==> config.mk <==
export PLATFORM = sky130hd
export DESIGN_NAME = serial_subtractor_4bit
export DESIGN_NICKNAME = d
export VERILOG_FILES = /design/src/rtl/serial_subtractor_4bit.sv
export SDC_FILE = /design/constraint.sdc
export NUM_CORES = 1
export LEC_CHECK = 0
export ABC_AREA = 1
export ABC_CLOCK_PERIOD_IN_PS = 2700
export CORE_MARGIN = 5
export CORE_UTILIZATION = 63
export DETAILED_ROUTE_END_ITERATION = 8
export DONT_BUFFER_PORTS = 1
export PLACE_DENSITY = 0.77
export REMOVE_ABC_BUFFERS = 1
export SLEW_MARGIN = 25
export SYNTH_ARGS = -nofsm -noshare
export SYNTH_HDL_FRONTEND = slang
export SYNTH_SLANG_ARGS = --single-unit
==> constraint.sdc <==
create_clock -name CLK -period 2.7 [get_ports CLK]
set_input_delay 0.27 -clock CLK [delete_from_list [all_inputs] [get_ports CLK]]
set_output_delay 0.27 -clock CLK [all_outputs]
set_load 0.05 [all_outputs]
==> src/rtl/serial_subtractor_4bit.sv <==
// Bit-serial subtractor: computes A - B - Bin one bit per clock, LSB first.
// Optional macro SUB_OVF_DETECT_EN adds the signed-overflow output Ovf.
module serial_subtractor_4bit #(
  parameter int WIDTH = 4
) (
  input  logic             CLK,
  input  logic             RST,
  input  logic             Start,
  input  logic [WIDTH-1:0] A,
  input  logic [WIDTH-1:0] B,
  input  logic             Bin,
  output logic             Busy,
  output logic             Done,
  output logic [WIDTH-1:0] Diff,
  output logic             Bout
`ifdef SUB_OVF_DETECT_EN
  ,
  output logic             Ovf
`endif
);

  localparam int CW = $clog2(WIDTH + 1);

  typedef enum logic [1:0] {
    IDLE,
    RUN,
    DONE
  } state_t;

  state_t state;
  state_t state_next;

  logic [CW-1:0]    bit_cnt;
  logic [WIDTH-1:0] a_sh;
  logic [WIDTH-1:0] b_sh;
  logic             br;
  logic             bit_d;
  logic             br_next;
  logic             last_bit;

`ifdef SUB_OVF_DETECT_EN
  logic a_msb;
  logic b_msb;
`endif

  always_comb begin
    bit_d    = a_sh[0] ^ b_sh[0] ^ br;
    br_next  = (~a_sh[0] & b_sh[0]) | (~(a_sh[0] ^ b_sh[0]) & br);
    last_bit = (bit_cnt == CW'(WIDTH - 1));
  end

  always_ff @(posedge CLK) begin
    if (RST) begin
      state <= IDLE;
    end else begin
      state <= state_next;
    end
  end

  always_comb begin
    state_next = state;
    Busy       = 1'b0;
    Done       = 1'b0;
    case (state)
      IDLE: begin
        if (Start) begin
          state_next = RUN;
        end
      end
      RUN: begin
        Busy = 1'b1;
        if (last_bit) begin
          state_next = DONE;
        end
      end
      DONE: begin
        Done       = 1'b1;
        state_next = IDLE;
      end
      default: begin
        state_next = IDLE;
      end
    endcase
  end

  // The minuend register doubles as the result register: each difference
  // bit enters at the MSB as the consumed operand bit leaves at the LSB.
  always_ff @(posedge CLK) begin
    if (RST) begin
      a_sh    <= '0;
      b_sh    <= '0;
      br      <= 1'b0;
      bit_cnt <= '0;
      Diff    <= '0;
      Bout    <= 1'b0;
`ifdef SUB_OVF_DETECT_EN
      a_msb   <= 1'b0;
      b_msb   <= 1'b0;
      Ovf     <= 1'b0;
`endif
    end else begin
      case (state)
        IDLE: begin
          if (Start) begin
            a_sh    <= A;
            b_sh    <= B;
            br      <= Bin;
            bit_cnt <= '0;
`ifdef SUB_OVF_DETECT_EN
            a_msb   <= A[WIDTH-1];
            b_msb   <= B[WIDTH-1];
`endif
          end
        end
        RUN: begin
          a_sh    <= {bit_d, a_sh[WIDTH-1:1]};
          b_sh    <= b_sh >> 1;
          br      <= br_next;
          bit_cnt <= bit_cnt + CW'(1);
          if (last_bit) begin
            Diff <= {bit_d, a_sh[WIDTH-1:1]};
            Bout <= br_next;
`ifdef SUB_OVF_DETECT_EN
            Ovf  <= (a_msb ^ b_msb) & (bit_d ^ a_msb);
`endif
          end
        end
        default: begin
        end
      endcase
    end
  end

endmodule

==> metrics, run 1 <==
placed cells ~130; vias about 730; Pwr Density a little under 600 mW/mm^2; peak fanout along the critical path 11; Hold Fails Final Rpt 0; Worst path slowest cell inv_1; Worst VDD drop between 300 and 400 uV; hold path depth 1; Ports 19; syn_area_per_cell roughly 7.5 um^2; WP depth 6; M1 GR Usage 19.03%; Post-Syn Instances roughly 120; Synth area leaders dfxtp_1, nand3_1, nand2_1, inv_1, nor2_1; hold_sp RST; RR Startpoint state[0]; GR Overflow Total 0; H-tree depth 1; CP bufs+invs 2; ys flop type dfxtp_1; PortBufs 0; Tcrit/Tclk final about two thirds; max_slew headroom 41.01%; Setup-failing EPs final 0; Setup WS post-layout 0.8841 ns; busiest grt layer met2; clk slew on worst S/H paths approximately 0.1 ns; Vias/cell roughly 5.5; diode count 0; synth unique cells 20; Yosys top cell area share between 40 and 50%; hold buffer count at cts 0; status complete, no violations; Crit Path Class reg -> reg; antenna-violating nets left 0; worst hold path class in -> reg; final wirelength 1.648 mm; Clock Latency Late Sink slightly below 0.3 ns; Worst-Margin Slew between 0.8 and 0.9 ns; number of clock sinks 19; vias in the first global route between 600 and 700; count of state elements after synthesis 19; Detail Placement HPWL ~1.2 mm; YS warnings 0; Global Route Usage Sum roughly 17%; CP max stage delay 0.57 ns; CTS root buffer clkbuf_4; met2 Use GR slightly above 30%; drt first-iter violations 18; sequential fraction of the synthesis area a little over two fifths; postcts setup bufs 0; Layout area overhead 0.7123%; die width 47.34 um; reg2reg setup slack around 0.88 ns; fraction of layout instances using a drive strength above 1 7.692%; mapped cell area around 900 um^2; CTS tree built; clk_skew around 0.0024 ns; die area about 0.0022 mm^2; RR Endpoint Diff[2]; 1st-pass router iterations 4; met3 GRT Util under 10%; critical path capture point type flop; Inserted Clock Buffers 3; top cell type by total area after synthesis dfxtp_1; Tmin final 1.816 ns; Core Area 0.001318 mm^2; RePlAce Congestion approximately 0.85; WP data arrival 2.06 ns; worst r2r path cells 6; Clock Path Buffers 2; Row Count 13; fraction of registers with async set/reset 0%; Initial Utilization 66.67%; fin nets 133; Final Max Slew Viols 0; first-pass GRT wire length between 2 and 3 mm; initial antenna violation count 0; Startpoint Class flop; WHS Endpoint bit_cnt[2]; number of synthesized flops with an enable pin 0; CP delay by family, top buffers and inverters; Avg WL per Cell 12.48 um; Residual DRC 0; RSZ-0062 raised after global routing no; worst path required time about 2.9 ns; Fmax 550.7 MHz; post-route insts no fill 132; number of max-cap violations 0; PostCTS Resize Cnt 0; Post-Place Worst Slack around 0.93 ns; Leak roughly 0.0004 uW; setup TNS 0 ns; CP Cell Sequence nand2_4, inv_1, nand3_1, inv_1, nand2_1, nand2_1; pin count of the biggest net entering global routing 14; die height around 47 um
## worst reg2reg max path: cells and delay by family (launching register included)
kind          cells  cell delay [ns]
simple gates      4             0.54
flops             1             0.53
buf+inv           2             0.71
## cell usage after synthesis, types with 2 or more instances
master	instances
nand3_1	18
inv_1	16
ha_1	2
nor3_1	3
nor2_1	10
dfxtp_1	19
nand2_1	23
nand2_2	2
a21oi_1	6
buf_6	3
o21ai_0	6
## state kept, by name, summed over array words and instances, names as in the netlist
name and flops:
a_sh 4, Bout 1, bit_cnt 3, b_sh 4
br 1, Diff 4, state 2
## metal layers
| metal | routed length, um | vias up |
|---|---|---|
| met5 | 0 | - |
| met2 | 773 | 26 |
| met4 | 23 | 0 |
| li1 | - | 370 |
| met3 | 140 | 4 |
| met1 | 712 | 331 |
## worst max-delay path by stage
stage | end | slack [ns] | startpoint
2_1_floorplan | Diff[2] | 1.16 | state[0]
3_3_place_gp | Diff[2] | 1.01 | state[0]
3_5_place_dp | Bout | 0.93 | state[0]
4_1_cts | Diff[2] | 0.90 | state[0]
5_1_grt | Bout | 0.67 | state[0]
6_report | Diff[2] | 0.88 | state[0]
## kinds of logic after synthesis
family	Yosys count	share of synthesized area, %
simple gates	59	30.20
flops	19	43.30
fa+ha+maj	3	5.128
buf+inv	21	11.68
compound gates	15	9.688
## placed cells by master, fill, tap and decap left out
master    Yosys  layout
nand2_2       2       2
or2_1         1       1
nor2_1       10      10
dfxtp_1      19      19
inv_2         1       1
inv_1        16      16
nand2_1      23      23
clkbuf_1      0       1
o21ai_0       6       6
nor3_1        3       3
fa_1          1       1
nand3_1      18      18
o21a_1        1       1
o21ai_2       1       1
or2_0         1       1
nand2_4       1       1
ha_1          2       2
a21oi_2       1       1
a21oi_1       6       6
clkbuf_4      0       3
## final cells by class
type / instances / area, um^2
clock buffer: 4 / 26.28
fill: 114 / 432.9
inverter: 17 / 63.81
multi-input combinational: 77 / 395.4
sequential: 19 / 380.4
tap: 15 / 18.77
## power breakdown
part	leakage [uW]	internal (uW)	total (uW)	switching (uW)
Sequential	0.000156	296	306	10.4
Clock	0.0000150	57.5	142	84.4
Combinational	0.000228	24.5	72.3	47.7
## through the flow
| stage | total power, uW | util, % | hold WS (ns) | area [um^2] |
|---|---|---|---|---|
| floorplan | 369.5 | - | 0.3324 | 839.6 |
| global placement | 384.5 | 65.15 | 0.3353 | 858.3 |
| detailed placement | 385.2 | 65.15 | 0.3354 | 858.3 |
| CTS | 525.7 | 67.14 | 0.01069 | 884.6 |
| global route | 549.0 | 67.14 | 0.005157 | 884.6 |
| finish | 520.3 | 67.14 | 0.01924 | 884.6 |
Note: power is estimated with default switching activity, not from simulation.
==> run 2, diff against run 1 <==
--- a/config.mk
+++ b/config.mk
@@ -6,12 +6,12 @@
 export NUM_CORES = 1
 export LEC_CHECK = 0
 export ABC_AREA = 1
-export ABC_CLOCK_PERIOD_IN_PS = 2700
+export ABC_CLOCK_PERIOD_IN_PS = 1800
 export CORE_MARGIN = 5
-export CORE_UTILIZATION = 63
+export CORE_UTILIZATION = 59
 export DETAILED_ROUTE_END_ITERATION = 8
 export DONT_BUFFER_PORTS = 1
-export PLACE_DENSITY = 0.77
+export PLACE_DENSITY = 0.73
 export REMOVE_ABC_BUFFERS = 1
 export SLEW_MARGIN = 25
 export SYNTH_ARGS = -nofsm -noshare
==> constraint.sdc (replaced) <==
create_clock -name CLK -period 1.8 [get_ports CLK]
set_input_delay 0.18 -clock CLK [delete_from_list [all_inputs] [get_ports CLK]]
set_output_delay 0.18 -clock CLK [all_outputs]
set_load 0.05 [all_outputs]
==> run 2 against run 1 <==
  * Worst setup slack lost 0.76 ns
  * Sequential share of layout area shrank 1.2 points
  * Largest cell class unchanged
  * Via count shrank 3.4%
==> metrics, run 2 (synthesis gave the netlist of run 1 again) <==
status complete, no violations; Detail Placement HPWL 1.318 mm; Clock Latency Late Sink between 0.2 and 0.3 ns; hold_ws roughly 0.021 ns; fraction of layout instances using a drive strength above 1 slightly above 9%; Avg WL per Cell around 13 um; 1st-pass router iterations 3; first-pass GRT wire length between 2 and 3 mm; Residual DRC 0; GR Overflow Total 0; Clock Path Buffers 2; max_slew headroom 65.69%; worst hold path class in -> reg; Hold Fails Final Rpt 0; die height just under 50 um; worst path required time approximately 1.6 ns; Pwr Density 868.7 mW/mm^2; vias just over 700; Leak slightly above 0.0004 uW; Final Max Slew Viols 0; WP data arrival about 1.5 ns; Largest regs Diff (4), a_sh (4), b_sh (4); Tmin final approximately 1.7 ns; diode count 0; Fmax roughly 600 MHz; Core Area roughly 0.0015 mm^2; sequential power share just under 60%; post-route insts no fill around 140; most common cell after layout, fill and taps aside nand2_1; number of clock sinks 19; Sw Pwr approximately 220 uW; Setup-failing EPs final 0; pin count of the biggest net entering global routing 14; CTS root buffer clkbuf_4; postcts setup bufs 0; number of max-cap violations 0; die area 0.002361 mm^2; Crit Path Class reg -> out; clock share of power a little over a quarter; H-tree depth 1; Tcrit/Tclk final between 90% and 100%; Row Count 14; critical path capture point type output port; Ports 19; combinational power share between 10% and 20%; clk slew on worst S/H paths roughly 0.1 ns; hold buffer count at cts 1; drt first-iter violations 9; PostCTS Resize Cnt 0; most frequent cells in the layout nand2_1, dfxtp_1, nand3_1; RePlAce Congestion about 0.86; vias in the first global route between 600 and 700; Inserted Clock Buffers 3; Worst-Margin Slew ~0.51 ns; die width 48.59 um; peak fanout along the critical path 11; placed cells between 100 and 150; RSZ-0062 raised after global routing no; Initial Utilization around three fifths; setup TNS 0 ns; initial antenna violation count 0; clk_skew ~0.0016 ns; Startpoint Class flop; Worst VDD drop between 500 and 600 uV; Pint around 570 uW; sw frac 27.96%; fin nets about 140; PortBufs 0; final wirelength 1.812 mm; Vias/cell about 5.2; Global Route Usage Sum 16.04%; CTS tree built; antenna-violating nets left 0; Layout area overhead 3.704%
==> run 2: cell type report <==
cell class                 count  area [um^2]
multi-input combinational     77        395.4
inverter                      17        63.81
sequential                    19        380.4
fill                         147        543.0
tap                           16        20.02
timing repair buffer           3        25.02
clock buffer                   4        26.28
==> run 2: stage by stage <==
step	cell area [um^2]	total power, uW	setup WS (ns)	utilization [%]
2_1_floorplan	839.6	554.3	0.2582	-
3_3_place_gp	874.6	579.1	0.4834	60.15
3_5_place_dp	874.6	582.0	0.4129	60.15
4_1_cts	910.9	787.2	0.1398	62.65
5_1_grt	910.9	831.2	0.03441	62.65
6_report	910.9	791.3	0.1277	62.65
==> run 2: layer usage <==
| metal | GRT usage [%] | vias to the layer above | part of all wire [%] | wire length [um] |
|---|---|---|---|---|
| met5 | 0 | - | 0 | 0 |
| met4 | 7.623 | 0 | 1.3 | 24 |
| met3 | 3.067 | 4 | 4.2 | 77 |
| met2 | 28.26 | 14 | 50 | 913 |
| met1 | 18.25 | 310 | 44 | 797 |
| li1 | - | 378 | - | - |
==> run 2: final timing paths <==
kind	startpoint	cells after the start	to	slack, ns
max	state[0]	3	Busy	0.13
min	B[3]	2	b_sh[3]	0.02
max reg2reg	state[0]	4	Diff[3]	0.40
min reg2reg	bit_cnt[0]	1	bit_cnt[0]	0.47
==> run 2: power by group through the flow <==
stage                     sequential (uW)  clock, uW  combinational, uW
after detailed placement              469          0                113
after global placement                469          0                111
after CTS                             459        210                118
after floorplan                       466          0               88.1
after global routing                  463        233                136
final                                 459        215                117
==> run 2: critical path: stages, from the launching register on <==
cell and delay, ns:
dfxtp_1 0.52, nand2_4 0.14, inv_1 0.27, buf_4 0.26
==> run 3, diff against run 2 <==
--- a/config.mk
+++ b/config.mk
@@ -5,7 +5,6 @@
 export SDC_FILE = /design/constraint.sdc
 export NUM_CORES = 1
 export LEC_CHECK = 0
-export ABC_AREA = 1
 export ABC_CLOCK_PERIOD_IN_PS = 1800
 export CORE_MARGIN = 5
 export CORE_UTILIZATION = 59
==> run 3 against run 2 <==
  * Via count fell by 11%
  * Register-to-register slack worse by 0.07 ns
  * Flip-flop and latch count stayed put
  * Non-clock buffer count unchanged
  * Count of clock-buffer cells in the layout shrank 1
  * Critical path depth increased by 2
  * Die area down 1.3%
  * Wire length down 13%
  * Sequential power is essentially flat
==> metrics, run 3 <==
vias in the first global route 563; PostCTS Resize Cnt 0; Startpoint Class flop; die area 0.002331 mm^2; top cell type by total area after synthesis dfxtp_1; Residual DRC 0; ys flop type dfxtp_1; Ports 19; Final Max Slew Viols 0; number of clock sinks 19; Inserted Clock Buffers 3; multi-input logic area 417.9 um^2; Tcrit/Tclk final between 80% and 90%; 1st-pass router iterations 4; Crit Path Class reg -> reg; Avg WL per Cell ~15 um; die height ~48 um; max_slew headroom between 50 and 60%; Pwr Density 866.0 mW/mm^2; Leak between 0.0003 and 0.0004 uW; Worst VDD drop 558.3 uV; first-pass GRT wire length ~2.6 mm; Initial Utilization 64.04%; Hold Fails Final Rpt 0; Vias/cell around 5.8; postcts setup bufs 0; CP max stage delay 0.34 ns; RePlAce Congestion between 0.7 and 0.8; clk_skew between 0.003 and 0.004 ns; sequential fraction of the synthesis area between 40% and 50%; antenna-violating nets left 0; clk slew on worst S/H paths around 0.11 ns; Largest regs Diff (4), a_sh (4), b_sh (4); mapped cell area ~860 um^2; most frequent cells in the layout dfxtp_1, nor2_1, mux2i_1; peak fanout along the critical path 6; Clock Latency Late Sink about 0.30 ns; placed cells approximately 100; CP delay by family, top adder cells; met1 WL between 600 and 700 um; Met2 Wirelength approximately 760 um; Clock Path Buffers 2; setup TNS 0 ns; die width approximately 48 um; Synth area leaders dfxtp_1, mux2i_1, a211oi_1, nor2_1, a21oi_1; YS warnings 0; CP Cell Sequence ha_1, ha_1, nand3b_1, mux2i_1, nor2_1; initial antenna violation count 0; WP data arrival approximately 1.6 ns; vias about 630; fill count ~120; Row Count 13; Detail Placement HPWL about 1.2 mm; number of synthesized flops with an enable pin 0; most common cell after layout, fill and taps aside dfxtp_1; drt first-iter violations 11; worst hold path class in -> reg; final wirelength roughly 1.6 mm; status complete, no violations; CTS root buffer clkbuf_4; PortBufs 0; Post-Syn Instances approximately 90; Core Area around 0.0014 mm^2; Yosys top cell area share 43.99%; fin nets roughly 110; list of most frequent post-synthesis cells dfxtp_1, nor2_1, mux2i_1; most used cell, CP ha_1; post-route insts no fill about 110; syn_area_per_cell between 9 and 10 um^2; fraction of registers with async set/reset 0%; H-tree depth 1; Worst path slowest cell dfxtp_1; hold path depth 2; count of state elements after synthesis 19; Tmin final 1.471 ns; worst r2r path cells 5; Worst-Margin Slew roughly 0.70 ns; Global Route Usage Sum 17.03%; RSZ-0062 raised after global routing no; pin count of the biggest net entering global routing 20; register area ~380 um^2; top sig layer met4; count leader, synth dfxtp_1; GR Overflow Total 0; Layout area overhead 3.763%; hold buffer count at cts 1; worst path required time 1.97 ns; CTS tree built; fraction of layout instances using a drive strength above 1 between 10 and 15%; WL met3 around 97 um; WP depth 5; synth unique cells 26; critical path capture point type flop; Fmax between 600 and 700 MHz; Setup-failing EPs final 0; CP bufs+invs 0; number of max-cap violations 0; diode count 0
==> run 3: cell families (layout without fill, tap and decap cells) <==
| group | Yosys count | in the layout | synth area share [%] |
|---|---|---|---|
| AOI/OAI and AO/OA | 18 | 18 | 14.33 |
| and+or+nand+nor | 31 | 31 | 18.38 |
| adders and majority gates | 3 | 3 | 5.209 |
| muxes | 9 | 9 | 10.42 |
| DFF | 19 | 19 | 43.99 |
| buffers and inverters | 11 | 13 | 7.670 |
==> run 3: report_power, final <==
group / leakage (uW) / switching [uW] / internal, uW
combinational: 0.000187 / 58.1 / 42.9
clock: 0.0000177 / 132 / 82.8
sequential: 0.000156 / 18.1 / 443
total: 0.000361 / 208 / 569
==> run 3: layout make-up <==
cell class              instances  area share [%]
clock buffers                   3           2.510
clock inverters                 1          0.5579
inverters                       6           3.068
multi-input cells              61           46.58
flip-flops and latches         19           42.40
well taps                      15           2.092
repair buffers                  3           2.789
==> run 3: worst paths after layout <==
check | start | to | slack, ns
max | bit_cnt[0] | Bout | 0.33
min | Start | state[0] | 0.09
max reg2reg | bit_cnt[0] | Bout | 0.33
min reg2reg | bit_cnt[0] | bit_cnt[0] | 0.49
==> run 3: worst register-to-register path: stages, from the launching register on <==
cell and delay (ns):
dfxtp_1 0.34, ha_1 0.20, ha_1 0.26, nand3b_1 0.27, mux2i_1 0.22, nor2_1 0.05
==> run 3: routing by layer <==
metal | global-route usage (%) | vias up
li1 | - | 321
met1 | 20.85 | 285
met2 | 26.30 | 16
met3 | 5.166 | 4
met4 | 9.677 | 0
met5 | 0 | -
==> run 3: through the flow <==
stage          hold slack (ns)  utilization (%)  setup WS [ns]  total power (uW)  cell area (um^2)
2_1_floorplan           0.2491                -         0.4529             544.0             825.8
3_3_place_gp            0.2518            63.67         0.3906             563.0             859.6
3_5_place_dp            0.2542            63.67         0.3615             564.6             859.6
4_1_cts                0.08838            66.45         0.3147             782.1             897.1
5_1_grt                0.07656            66.45         0.2008             825.9             897.1
6_report               0.09238            66.45         0.3288             776.9             897.1
